$ cat config.mk
export PLATFORM = sky130hd
export DESIGN_NAME = uart_tx_serializer
export DESIGN_NICKNAME = d
export VERILOG_FILES = /design/src/rtl/uart_tx_serializer.sv
export SDC_FILE = /design/constraint.sdc
export NUM_CORES = 1
export LEC_CHECK = 0
export ABC_AREA = 1
export BUFFER_PORTS_ARGS = -buffer_cell sky130_fd_sc_hd__buf_2
export CORE_MARGIN = 10
export CORE_UTILIZATION = 55
export CTS_CLUSTER_DIAMETER = 60
export CTS_CLUSTER_SIZE = 40
export DETAILED_ROUTE_END_ITERATION = 6
export PLACE_DENSITY = 0.75
export SETUP_SLACK_MARGIN = 0.1
export SLEW_MARGIN = 20
export SYNTH_ARGS = -nofsm -noshare
export SYNTH_HDL_FRONTEND = slang
export SYNTH_SLANG_ARGS = --single-unit
$ cat constraint.sdc
create_clock -name i_clk -period 2.25 [get_ports i_clk]
set_input_delay 0.3375 -clock i_clk [delete_from_list [all_inputs] [get_ports i_clk]]
set_output_delay 0.3375 -clock i_clk [all_outputs]
set_load 0.02 [all_outputs]
$ cat src/rtl/uart_tx_serializer.sv
// UART transmit back end: a byte FIFO fed by THR writes, drained by an 8N1
// serializer. Also reports THR-empty / transmitter-empty for LSR bits 5 and 6.
module uart_tx_serializer #(
  parameter int CLKS_PER_BIT = 868,
  parameter int FIFO_AW      = 4
) (
  input  logic               i_clk,
  input  logic               i_rst_n,
  input  logic               i_wr_en,
  input  logic [7:0]         i_wr_data,
  output logic               o_full,
  output logic               o_overrun,
  output logic [FIFO_AW:0]   o_count,
  output logic               o_thr_empty,
  output logic               o_tx_idle,
  output logic               o_tx
);

  localparam int DEPTH = 2 ** FIFO_AW;
  localparam int CW    = $clog2(CLKS_PER_BIT);
  localparam logic [CW-1:0]    BAUD_LAST = CW'(CLKS_PER_BIT - 1);
  localparam logic [FIFO_AW:0] FULL_CNT  = (FIFO_AW + 1)'(DEPTH);

  typedef enum logic [1:0] {IDLE, START, DATA, STOP} state_t;

  logic [7:0]         mem [DEPTH];
  logic [FIFO_AW-1:0] wr_ptr, rd_ptr;
  logic [FIFO_AW:0]   count;
  logic               overrun_q;

  state_t             state, state_nxt;
  logic [CW-1:0]      baud_cnt;
  logic [2:0]         bit_idx;
  logic [7:0]         shift;
  logic               tx_q, tx_nxt;
  logic               push, pop, baud_done, have_data;

  assign push      = i_wr_en && !o_full;
  assign have_data = (count != '0);
  assign baud_done = (baud_cnt == BAUD_LAST);

  // Storage needs no reset; the pointers define what is valid.
  always_ff @(posedge i_clk) begin
    if (push) mem[wr_ptr] <= i_wr_data;
  end

  always_ff @(posedge i_clk) begin
    if (!i_rst_n) begin
      wr_ptr    <= '0;
      rd_ptr    <= '0;
      count     <= '0;
      overrun_q <= 1'b0;
    end else begin
      overrun_q <= i_wr_en && o_full;
      if (push) wr_ptr <= wr_ptr + 1'b1;
      if (pop)  rd_ptr <= rd_ptr + 1'b1;
      case ({push, pop})
        2'b10:   count <= count + 1'b1;
        2'b01:   count <= count - 1'b1;
        default: count <= count;
      endcase
    end
  end

  always_ff @(posedge i_clk) begin
    if (!i_rst_n) begin
      state    <= IDLE;
      baud_cnt <= '0;
      bit_idx  <= '0;
      shift    <= '0;
      tx_q     <= 1'b1;
    end else begin
      state <= state_nxt;
      tx_q  <= tx_nxt;
      if (state == IDLE || baud_done) baud_cnt <= '0;
      else                            baud_cnt <= baud_cnt + 1'b1;
      if (state != DATA)  bit_idx <= '0;
      else if (baud_done) bit_idx <= bit_idx + 1'b1;
      if (pop)                             shift <= mem[rd_ptr];
      else if (state == DATA && baud_done) shift <= shift >> 1;
    end
  end

  always_comb begin
    state_nxt = state;
    case (state)
      IDLE:  if (have_data) state_nxt = START;
      START: if (baud_done) state_nxt = DATA;
      DATA:  if (baud_done && bit_idx == 3'd7) state_nxt = STOP;
      STOP:  if (baud_done) state_nxt = have_data ? START : IDLE;
      default: state_nxt = IDLE;
    endcase
  end

  // The line level is computed one edge ahead so o_tx is a clean flop output.
  always_comb begin
    pop    = 1'b0;
    tx_nxt = tx_q;
    case (state)
      IDLE: begin
        tx_nxt = 1'b1;
        if (have_data) begin
          pop    = 1'b1;
          tx_nxt = 1'b0;
        end
      end
      START: if (baud_done) tx_nxt = shift[0];
      DATA:  if (baud_done) tx_nxt = (bit_idx == 3'd7) ? 1'b1 : shift[1];
      STOP: begin
        if (baud_done) begin
          pop    = have_data;
          tx_nxt = !have_data;
        end
      end
      default: tx_nxt = 1'b1;
    endcase
  end

  assign o_full      = (count == FULL_CNT);
  assign o_overrun   = overrun_q;
  assign o_count     = count;
  assign o_thr_empty = !have_data;
  assign o_tx_idle   = !have_data && (state == IDLE);
  assign o_tx        = tx_q;

endmodule

==> Yosys cells after proc, flatten, opt, wreduce, memory -nomap -nowiden <==
Memories as Yosys holds them, arrays and structs flattened. A register that Yosys moved wholly into a read port is not among the register bits.
Cells that the tools add are included.
{ "word_totals": {"inputBits": 11, "mem_bits_rw": 128, "memories": 1, "register_bits": 38, "output_inout_bits": 10, "wordCells": 69} }
{ "mem_list": {"columns": ["name", "words", "width", "rd", "rd_clocked_by_memory_dff", "write_ports", "line", "source"], "rows": [
  ["mem", 16, 8, 1, 1, 1, "26", "logic [7:0] mem [DEPTH];"]
]} }
{ "classes": {"eq_ne": 14, "n_bitwise": 1, "mux": 22, "reduce_logical": 16, "n_addsub": 6} }
{ "ops": {"columns": ["cell", "count"], "rows": [
  ["$mux W8", 2],
  ["$add A10 B1 Y10 const B", 1],
  ["$eq A10 B10 Y1 const B", 1],
  ["$mux W1", 10],
  ["$ne A2 B2 Y1 const B", 5],
  ["$pmux W5 S2", 1],
  ["$add A4 B1 Y4 const B", 2],
  ["$mux W2", 4],
  ["$mux W4", 2],
  ["$pmux W2 S4", 1],
  ["$eq A2 B2 Y1 const B", 3],
  ["$add A5 B1 Y5 const B", 1],
  ["$eq A5 B5 Y1 const B", 1],
  ["$logic_and A1 B1 Y1", 5],
  ["$reduce_bool A5 Y1", 1],
  ["$sub A5 B1 Y5 const B", 1],
  ["$eq A2 B1 Y1 const B", 2],
  ["$pmux W1 S4", 1],
  ["$reduce_and A4 Y1", 1],
  ["$reduce_bool A2 Y1", 2],
  ["$reduce_or A2 Y1", 2],
  ["$add A3 B1 Y3 const B", 1],
  ["$eq A3 B3 Y1 const B", 1],
  ["$reduce_and A3 Y1", 1],
  ["6 further kinds", 7]
]} }

==> Logic depth before layout (Yosys ltp) <==
Gate-level depths: netlist of the first run.
{ "depth": {"ltp_word": 5, "mapped_depth": 22, "mapped_depth_nobuf": 20} }

==> Worst setup path before layout of the first run <==
OpenSTA, ideal clock, no wires.
{ "synth_path": {"path_type": "reg-to-reg", "start": "reg baud_cnt[0]", "end": "reg count[4] (netlist: o_count[4])", "setup_time_ns": 0.132, "setup_slack_ns": -0.181, "synth_period_minus_slack_ns": 2.431, "path_stages_with_launch": 22, "t_arrival_ns": 2.299, "n_path_buf": 2, "cell_sequence": "dfxtp_1 > ha_1 > nand3_2 > nor2_4 > nand2_4 > nand2_4 > nand2_4 > inv_4 > buf_6 > buf_6 > ha_1 > xnor2_1 > inv_1 > ha_1 > inv_1 > nand2_1 > nand2_1 > nand2_1 > nand2_1 > nand2_1 > nand2_1 > a21oi_1"} }
{ "synth_via": {"elab_chain_len": 5, "word_cells_on_any_way": 7} }
{ "synth_lines": {"columns": ["item", "line", "source"], "rows": [
  ["start, declared", "32", "logic [CW-1:0] baud_cnt;"],
  ["start signal, assigned", "76", "else baud_cnt <= baud_cnt + 1'b1;"],
  ["$eq A10 B10 Y1 *", "40", "assign baud_done = (baud_cnt == BAUD_LAST);"],
  ["$mux W1 *", "110", "if (baud_done) begin"],
  ["$pmux W1 S2 *", "99", "case (state)"],
  ["via pop", "36", "logic push, pop, baud_done, have_data;"],
  ["$eq A2 B1 Y1 or $eq A2 B2 Y1 (tied branches)", "57", "case ({push, pop})"],
  ["$pmux W5 S2 or $reduce_bool A2 Y1 (tied branches)", null, null],
  ["end signal, assigned", "58", "2'b10: count <= count + 1'b1;"],
  ["end signal, assigned", "59", "2'b01: count <= count - 1'b1;"],
  ["end signal, assigned", "60", "default: count <= count;"],
  ["end, declared", "28", "logic [FIFO_AW:0] count;"]
]} }
Mark *: on every way through the listed nets, which the timed path passes. The rest lies on a longest branch.
A chain may end at the register's enable or synchronous reset.

==> Final worst setup path of the first run <==
{ "layout_path": {"start": "reg baud_cnt[8]", "end": "reg count[2] (netlist: o_count[2])"} }
{ "layout_via": {"elab_chain_len": 5, "word_cells_on_any_way": 7} }
{ "layout_lines": {"columns": ["item", "line"], "rows": [
  ["$eq A10 B10 Y1 *", "40"],
  ["$mux W1 *", "110"],
  ["$pmux W1 S2 *", "99"],
  ["$eq A2 B1 Y1 or $eq A2 B2 Y1 (tied branches)", "57"],
  ["$pmux W5 S2 or $reduce_bool A2 Y1 (tied branches)", null]
]} }
Every way passes the cells marked *; elsewhere a longest branch is shown, timed or not.

==> results.sh, run 1 <==
export IMPL_die_area_sq_um=17900
export IMPL_drt_pass1_iterations=5
export IMPL_rsz0062_at_grt="true"
export IMPL_r2r_start="baud_cnt[8]"
export IMPL_post_drt_wl_per_cell_um=19.1
export IMPL_yosysTopAreaCell="edfxtp_1"
export IMPL_seq_area_sq_um=4710
export IMPL_setup_viol=0
export IMPL_drv_slew=0
export IMPL_outcome="complete, no violations"
export IMPL_clock_sinks=170
export IMPL_synthCells=637
export IMPL_drtAntennaViolNets=0
export IMPL_synth_edff_count=128
export IMPL_h_tree_depth=4
export IMPL_p_per_area_nw_per_um2=1130
export IMPL_hold_viol_final=0
export IMPL_place_hpwl_um=10600
export IMPL_arrival_ns=2.54
export IMPL_p_leak_nw=3.05
export IMPL_synth_area_leaders="edfxtp_1 54%, dfxtp_1 12%, nor2_1 5.6%"
export IMPL_crit_start="baud_cnt[8]"
export IMPL_path_max_fanout=4
export IMPL_ys_types=42
export IMPL_gp_congestion=0.890
export IMPL_clockBufferDepth=2
export IMPL_timing_hold_ws_ns=0.144
export IMPL_ir_drop_uv=1200
export IMPL_fillCellCount=958
export IMPL_critical_path_endpoint="o_count[2]"
export IMPL_first_global_vias=5126
export IMPL_grt_usage=0.193
export IMPL_critPathCaptureType="register"
export IMPL_final_nets=734
export IMPL_num_rows=41
export IMPL_maxCapViolations=0
export IMPL_clock_fmax_ghz=0.458
export IMPL_reg2reg_depth=17
export IMPL_vias=5233
export IMPL_overflow=0
export IMPL_grt_max_degree=35
export IMPL_yosysMostFrequentCell="edfxtp_1"
export IMPL_synthTopCellsByCount="128 x edfxtp_1, 106 x nor2_1, 72 x o21ai_0, 58 x nand2_1, 42 x dfxtp_1"
export IMPL_syn_nets=664
export IMPL_drive_gt1_frac=0.231
export IMPL_antenna_found_initial=0
export IMPL_placed_cells=836
export IMPL_stdcell_count=891
export IMPL_die_height_um=134
export IMPL_synthArstFlopShare=0
export IMPL_fin_skew_ns=0.00756
export IMPL_worstSetupStartpointType="register"
export IMPL_clkTransAtPathRegs_ns=0.06
export IMPL_rr_endpoint="o_count[2]"
export IMPL_synth_flop_cell="edfxtp_1"
export IMPL_via_per_inst=5.87
export IMPL_worst_slew_margin_rel=0.589
export IMPL_initial_core_util=0.563
export IMPL_ys_warn_count=0
export IMPL_synth_seq_area_share=0.659
export IMPL_rrSetupSlack_ns=0.06
export IMPL_io_pins=21
export IMPL_post_route_period_util=0.971
export IMPL_grt_pass1_wl_um=27200
export IMPL_area_delta_synth_final_pct=18.2
export IMPL_timing_worst_setup_path_type="reg -> reg"
export IMPL_drc=0
export IMPL_wl_um=17000
export IMPL_avgSynthCellArea_sq_um=11.2
export IMPL_synth_seq_cells=170
export IMPL_hold_path_class="in -> reg"
export IMPL_p_total_mw=9.54
export IMPL_clkLatencyLatePin_ns=0.43
export IMPL_synth_top_area_share=0.541
export IMPL_core_sq_um=12600
export IMPL_multiInputGateArea_sq_um=2230
export IMPL_cts_inserted_buffers=17
export IMPL_required_ns=2.60
export IMPL_timing_final_crit_period_ns=2.19
export IMPL_drtIter0Drc=573
export IMPL_cts_tree="yes"
export IMPL_clockRootBuffer="clkbuf_16"
export IMPL_io_buffers=20
export IMPL_chipWidth_um=134
export IMPL_synth_area_sq_um=7110
export IMPL_fin_tns_setup_ns=0
export IMPL_worst_slew_pin_slew_ns=0.611
export IMPL_diodes=0
report_power, final:
part           switching [mW]  internal (mW)  total, mW
clock                    1.20           1.41       2.61
combinational            2.00           1.14       3.14
sequential              0.174           3.61       3.79
total                    3.37           6.16       9.54
placed cells by master (no fill, tap or decap), types with 3 or more instances in the layout:
cell	n
a21oi_1	33
buf_2	20
buf_4	60
clkbuf_16	17
clkinvlp_4	5
dfxtp_1	27
dfxtp_2	11
dfxtp_4	4
edfxtp_1	128
ha_1	10
ha_2	3
ha_4	3
inv_1	29
inv_2	10
nand2_1	53
nand2_2	6
nand2_4	3
nand3_1	23
nand4_1	7
nor2_1	102
nor2_2	4
nor2_4	3
nor3_1	3
o211ai_1	17
o21ai_0	72
o221ai_1	18
o22ai_1	7
xor2_1	3
stage by stage:
| stage | worst slack, ns | util | cell area (sq um) |
|---|---|---|---|
| floorplan | 0.00317 | - | 7170 |
| global placement | 0.127 | 0.605 | 7630 |
| detailed placement | -0.00457 | 0.605 | 7630 |
| CTS | 0.104 | 0.656 | 8280 |
| global route | -0.0267 | 0.666 | 8400 |
| finish | 0.0646 | 0.666 | 8400 |
logic make-up after synthesis:
| group | share of synthesized area |
|---|---|
| DFF | 0.659 |
| buffers and inverters | 0.0406 |
| adders and majority gates | 0.0282 |
| and+or+nand+nor | 0.133 |
| AOI/OAI and AO/OA | 0.132 |
| xor gates and xnor gates | 0.00739 |
critical path, stage by stage, from the launching register on:
cell and delay [ns]:
dfxtp_2 0.35, nand2_1 0.10, inv_2 0.08, nand3_2 0.08
nor2_4 0.16, nand2_4 0.07, nand2_4 0.08, nand2_4 0.06
inv_4 0.06, ha_4 0.17, xnor2_2 0.13, inv_1 0.07
ha_2 0.17, inv_2 0.06, nand2_2 0.06, buf_4 0.14
xor2_1 0.14, a21oi_1 0.15
area by class of cell:
type                    instances  share of cell area
flip-flops and latches        170               0.561
multi-input cells             396               0.266
repair buffers                 80              0.0655
clock buffers                  18              0.0511
well taps                     172              0.0256
inverters                      42              0.0194
clock inverters                13              0.0116
per-layer routing:
layer	vias to the layer above	global-route usage	routed length, um
met1	2512	0.249	7100
met3	39	0.0481	1260
met5	-	0	0
met4	0	0.0671	430
li1	2436	-	-
met2	246	0.310	8190
how the worst min path moves through the flow:
stage | cells past startpoint | from | end | slack (ns)
2_1_floorplan | 1 | baud_cnt[0] | baud_cnt[0] | 0.42
5_1_grt | 3 | i_wr_en | o_overrun | 0.15
3_5_place_dp | 1 | baud_cnt[0] | baud_cnt[0] | 0.43
3_3_place_gp | 1 | baud_cnt[0] | baud_cnt[0] | 0.43
6_report | 3 | i_wr_en | o_overrun | 0.14
4_1_cts | 3 | i_wr_en | o_overrun | 0.13
what timing repair did:
item                       CTS  global route
gates resized for setup     14            12
cloned                       0             0
hold buffers                 0             0
setup endpoints to repair    1            11
pin swaps                    9             8
setup buffers               11            13
sequential cells by signal (all words and copies together), names as in the netlist, named ones only:
name       flops
baud_cnt      10
bit_idx        3
mem          128
o_count        5
o_overrun      1
o_tx           1
rd_ptr         4
shift          8
state          2
wr_ptr         4
No activity file was read; power rests on OpenSTA's default activity.
==> inputs of run 2 (changes only) <==
--- a/config.mk
+++ b/config.mk
@@ -9,6 +9,7 @@
 export BUFFER_PORTS_ARGS = -buffer_cell sky130_fd_sc_hd__buf_2
 export CORE_MARGIN = 10
 export CORE_UTILIZATION = 55
+export CTS_BUF_LIST = sky130_fd_sc_hd__clkbuf_8
 export CTS_CLUSTER_DIAMETER = 60
 export CTS_CLUSTER_SIZE = 40
 export DETAILED_ROUTE_END_ITERATION = 6
==> run 2 against run 1 <==
Compared with the run above:
- sequential cell count is the same
- routed wire length fell by 4.3%
- sequential share of layout area rose by 1.3 points
- via count fell by 0.40%
- maximum frequency fell by 1.4%
- utilization fell by 1.5 points
- first-iteration DRC count grew 5.8%
- largest cell class unchanged
- largest power group unchanged
- highest routed layer unchanged
==> results.sh, run 2 (synthesis results as in run 1) <==
export IMPL_outcome="complete, no violations"
export IMPL_setup_viol=0
export IMPL_initial_core_util=0.563
export IMPL_die_area_sq_um=17900
export IMPL_rr_endpoint="o_count[2]"
export IMPL_maxCapViolations=0
export IMPL_placed_area_sq_um=7630
export IMPL_overflow=0
export IMPL_max_flop_register="mem"
export IMPL_clock_fmax_ghz=0.451
export IMPL_required_ns=2.63
export IMPL_reg2reg_depth=17
export IMPL_via_per_inst=5.86
export IMPL_first_global_vias=5053
export IMPL_hold_path_class="in -> reg"
export IMPL_chipWidth_um=134
export IMPL_place_hpwl_um=10600
export IMPL_clkTransAtPathRegs_ns=0.08
export IMPL_clockRootBuffer="clkbuf_8"
export IMPL_antenna_found_initial=0
export IMPL_seq_area_sq_um=4710
export IMPL_post_route_period_util=0.985
export IMPL_ir_drop_uv=1100
export IMPL_grtUsageMet3=0.0387
export IMPL_vias=5212
export IMPL_post_drt_wl_per_cell_um=18.3
export IMPL_rrSetupSlack_ns=0.03
export IMPL_drt_pass1_iterations=5
export IMPL_drive_gt1_frac=0.223
export IMPL_timing_final_crit_period_ns=2.22
export IMPL_io_pins=21
export IMPL_hold_viol_final=0
export IMPL_rsz0062_at_grt="true"
export IMPL_gr_max_usage_layer="met2"
export IMPL_path_max_fanout=4
export IMPL_arrival_ns=2.60
export IMPL_clockBufferDepth=2
export IMPL_clkLatencyLatePin_ns=0.46
export IMPL_whs_path_depth=3
export IMPL_p_leak_nw=2.97
export IMPL_p_per_area_nw_per_um2=1060
export IMPL_dp_slack_ns=-0.00457
export IMPL_drtIter0Drc=606
export IMPL_largest_reg_flops=128
export IMPL_diodes=0
export IMPL_num_rows=41
export IMPL_grt_usage=0.184
export IMPL_critPathCaptureType="register"
export IMPL_hp_start="i_wr_en"
export IMPL_worstSetupStartpointType="register"
export IMPL_core_sq_um=12600
export IMPL_worst_slew_margin_rel=0.600
export IMPL_grt_pass1_wl_um=26100
export IMPL_gp_congestion=0.890
export IMPL_reg_largest_list="mem: 128 flops, baud_cnt: 10 flops, shift: 8 flops"
export IMPL_grt_max_degree=35
export IMPL_grt_met2_usage=0.296
export IMPL_final_common_cell="edfxtp_1"
export IMPL_die_height_um=134
export IMPL_drc=0
export IMPL_cts_inserted_buffers=17
export IMPL_use_met1=0.238
export IMPL_timing_worst_setup_path_type="reg -> reg"
export IMPL_drtAntennaViolNets=0
export IMPL_layout_cells_most_common_list="128 x edfxtp_1, 102 x nor2_1, 72 x o21ai_0"
export IMPL_fillCellCount=986
export IMPL_finish_utilization=0.650
export IMPL_multiInputGateArea_sq_um=2240
export IMPL_worst_slew_pin_slew_ns=0.595
export IMPL_io_buffers=20
export IMPL_cts_tree="yes"
export IMPL_final_nets=733
export IMPL_drv_slew=0
export IMPL_ctsHoldBuffers=0
export IMPL_fin_skew_ns=0.0108
export IMPL_worst_slack_ns=0.0328
export IMPL_final_cell_area_sq_um=8210
export IMPL_clock_sinks=170
export IMPL_area_delta_synth_final_pct=15.4
export IMPL_wl_um=16300
export IMPL_hold_path_end="o_overrun"
export IMPL_h_tree_depth=4
export IMPL_r2r_start="baud_cnt[8]"
## run 2: changes by cell type in the layout (fill, tap and decap cells not counted), sizes merged
cell | previous run | this run
buf | 80 | 79
inv | 44 | 45
clkbuf | 18 | 17
## run 2: how the worst max path moves through the flow
stage / start / to / cells past startpoint
6_report: baud_cnt[8] / o_count[2] / 17
5_1_grt: baud_cnt[4] / o_count[2] / 16
4_1_cts: o_count[2] / o_count[4] / 20
3_5_place_dp: state[0] / o_count[4] / 18
3_3_place_gp: baud_cnt[6] / o_count[4] / 20
2_1_floorplan: o_count[3] / o_count[4] / 22
## run 2: final cells by class
type                    count  share of cell area
flip-flops and latches    170               0.574
multi-input cells         396               0.273
repair buffers             79              0.0662
clock buffers              17              0.0285
well taps                 172              0.0262
inverters                  42              0.0198
clock inverters            14              0.0123
## run 2: report_power, final
| part | internal (mW) | total, mW | switching (mW) |
|---|---|---|---|
| clock | 0.757 | 1.86 | 1.10 |
| combinational | 1.13 | 3.10 | 1.97 |
| sequential | 3.61 | 3.77 | 0.165 |
## run 2: critical path: stages, from the launching register on
cell and delay [ns]:
dfxtp_2 0.35, nand2_1 0.10, inv_2 0.10, nand3_2 0.09, nor2_4 0.17, nand2_4 0.06, nand2_4 0.08, nand2_4 0.06
inv_4 0.06, ha_4 0.17, xnor2_2 0.12, inv_1 0.06, ha_2 0.17, inv_2 0.05, nand2_2 0.06, buf_4 0.14
xor2_1 0.13, a21oi_1 0.17
## run 2: through the flow
stage,setup TNS (ns),std cells,hold slack (ns),total power [mW]
6_report,0,890,0.107,8.73
3_5_place_dp,-0.00457,836,0.432,6.55
2_1_floorplan,0,637,0.420,5.81
3_3_place_gp,0,836,0.426,6.44
5_1_grt,-0.0936,890,0.0999,9.20
4_1_cts,0,879,0.0876,8.52
## run 2: metal layers
layer  part of all wire  up-vias
met1               0.43     2540
met4              0.024        0
met2               0.48      210
met5                  0        -
met3              0.068       39
li1                   -     2423
## run 2: repair_timing
| action | CTS | global route |
|---|---|---|
| gates cloned | 0 | 0 |
| resized for setup | 13 | 10 |
| setup buffers | 12 | 11 |
| pin swaps | 9 | 11 |
| setup endpoints to repair | 1 | 24 |
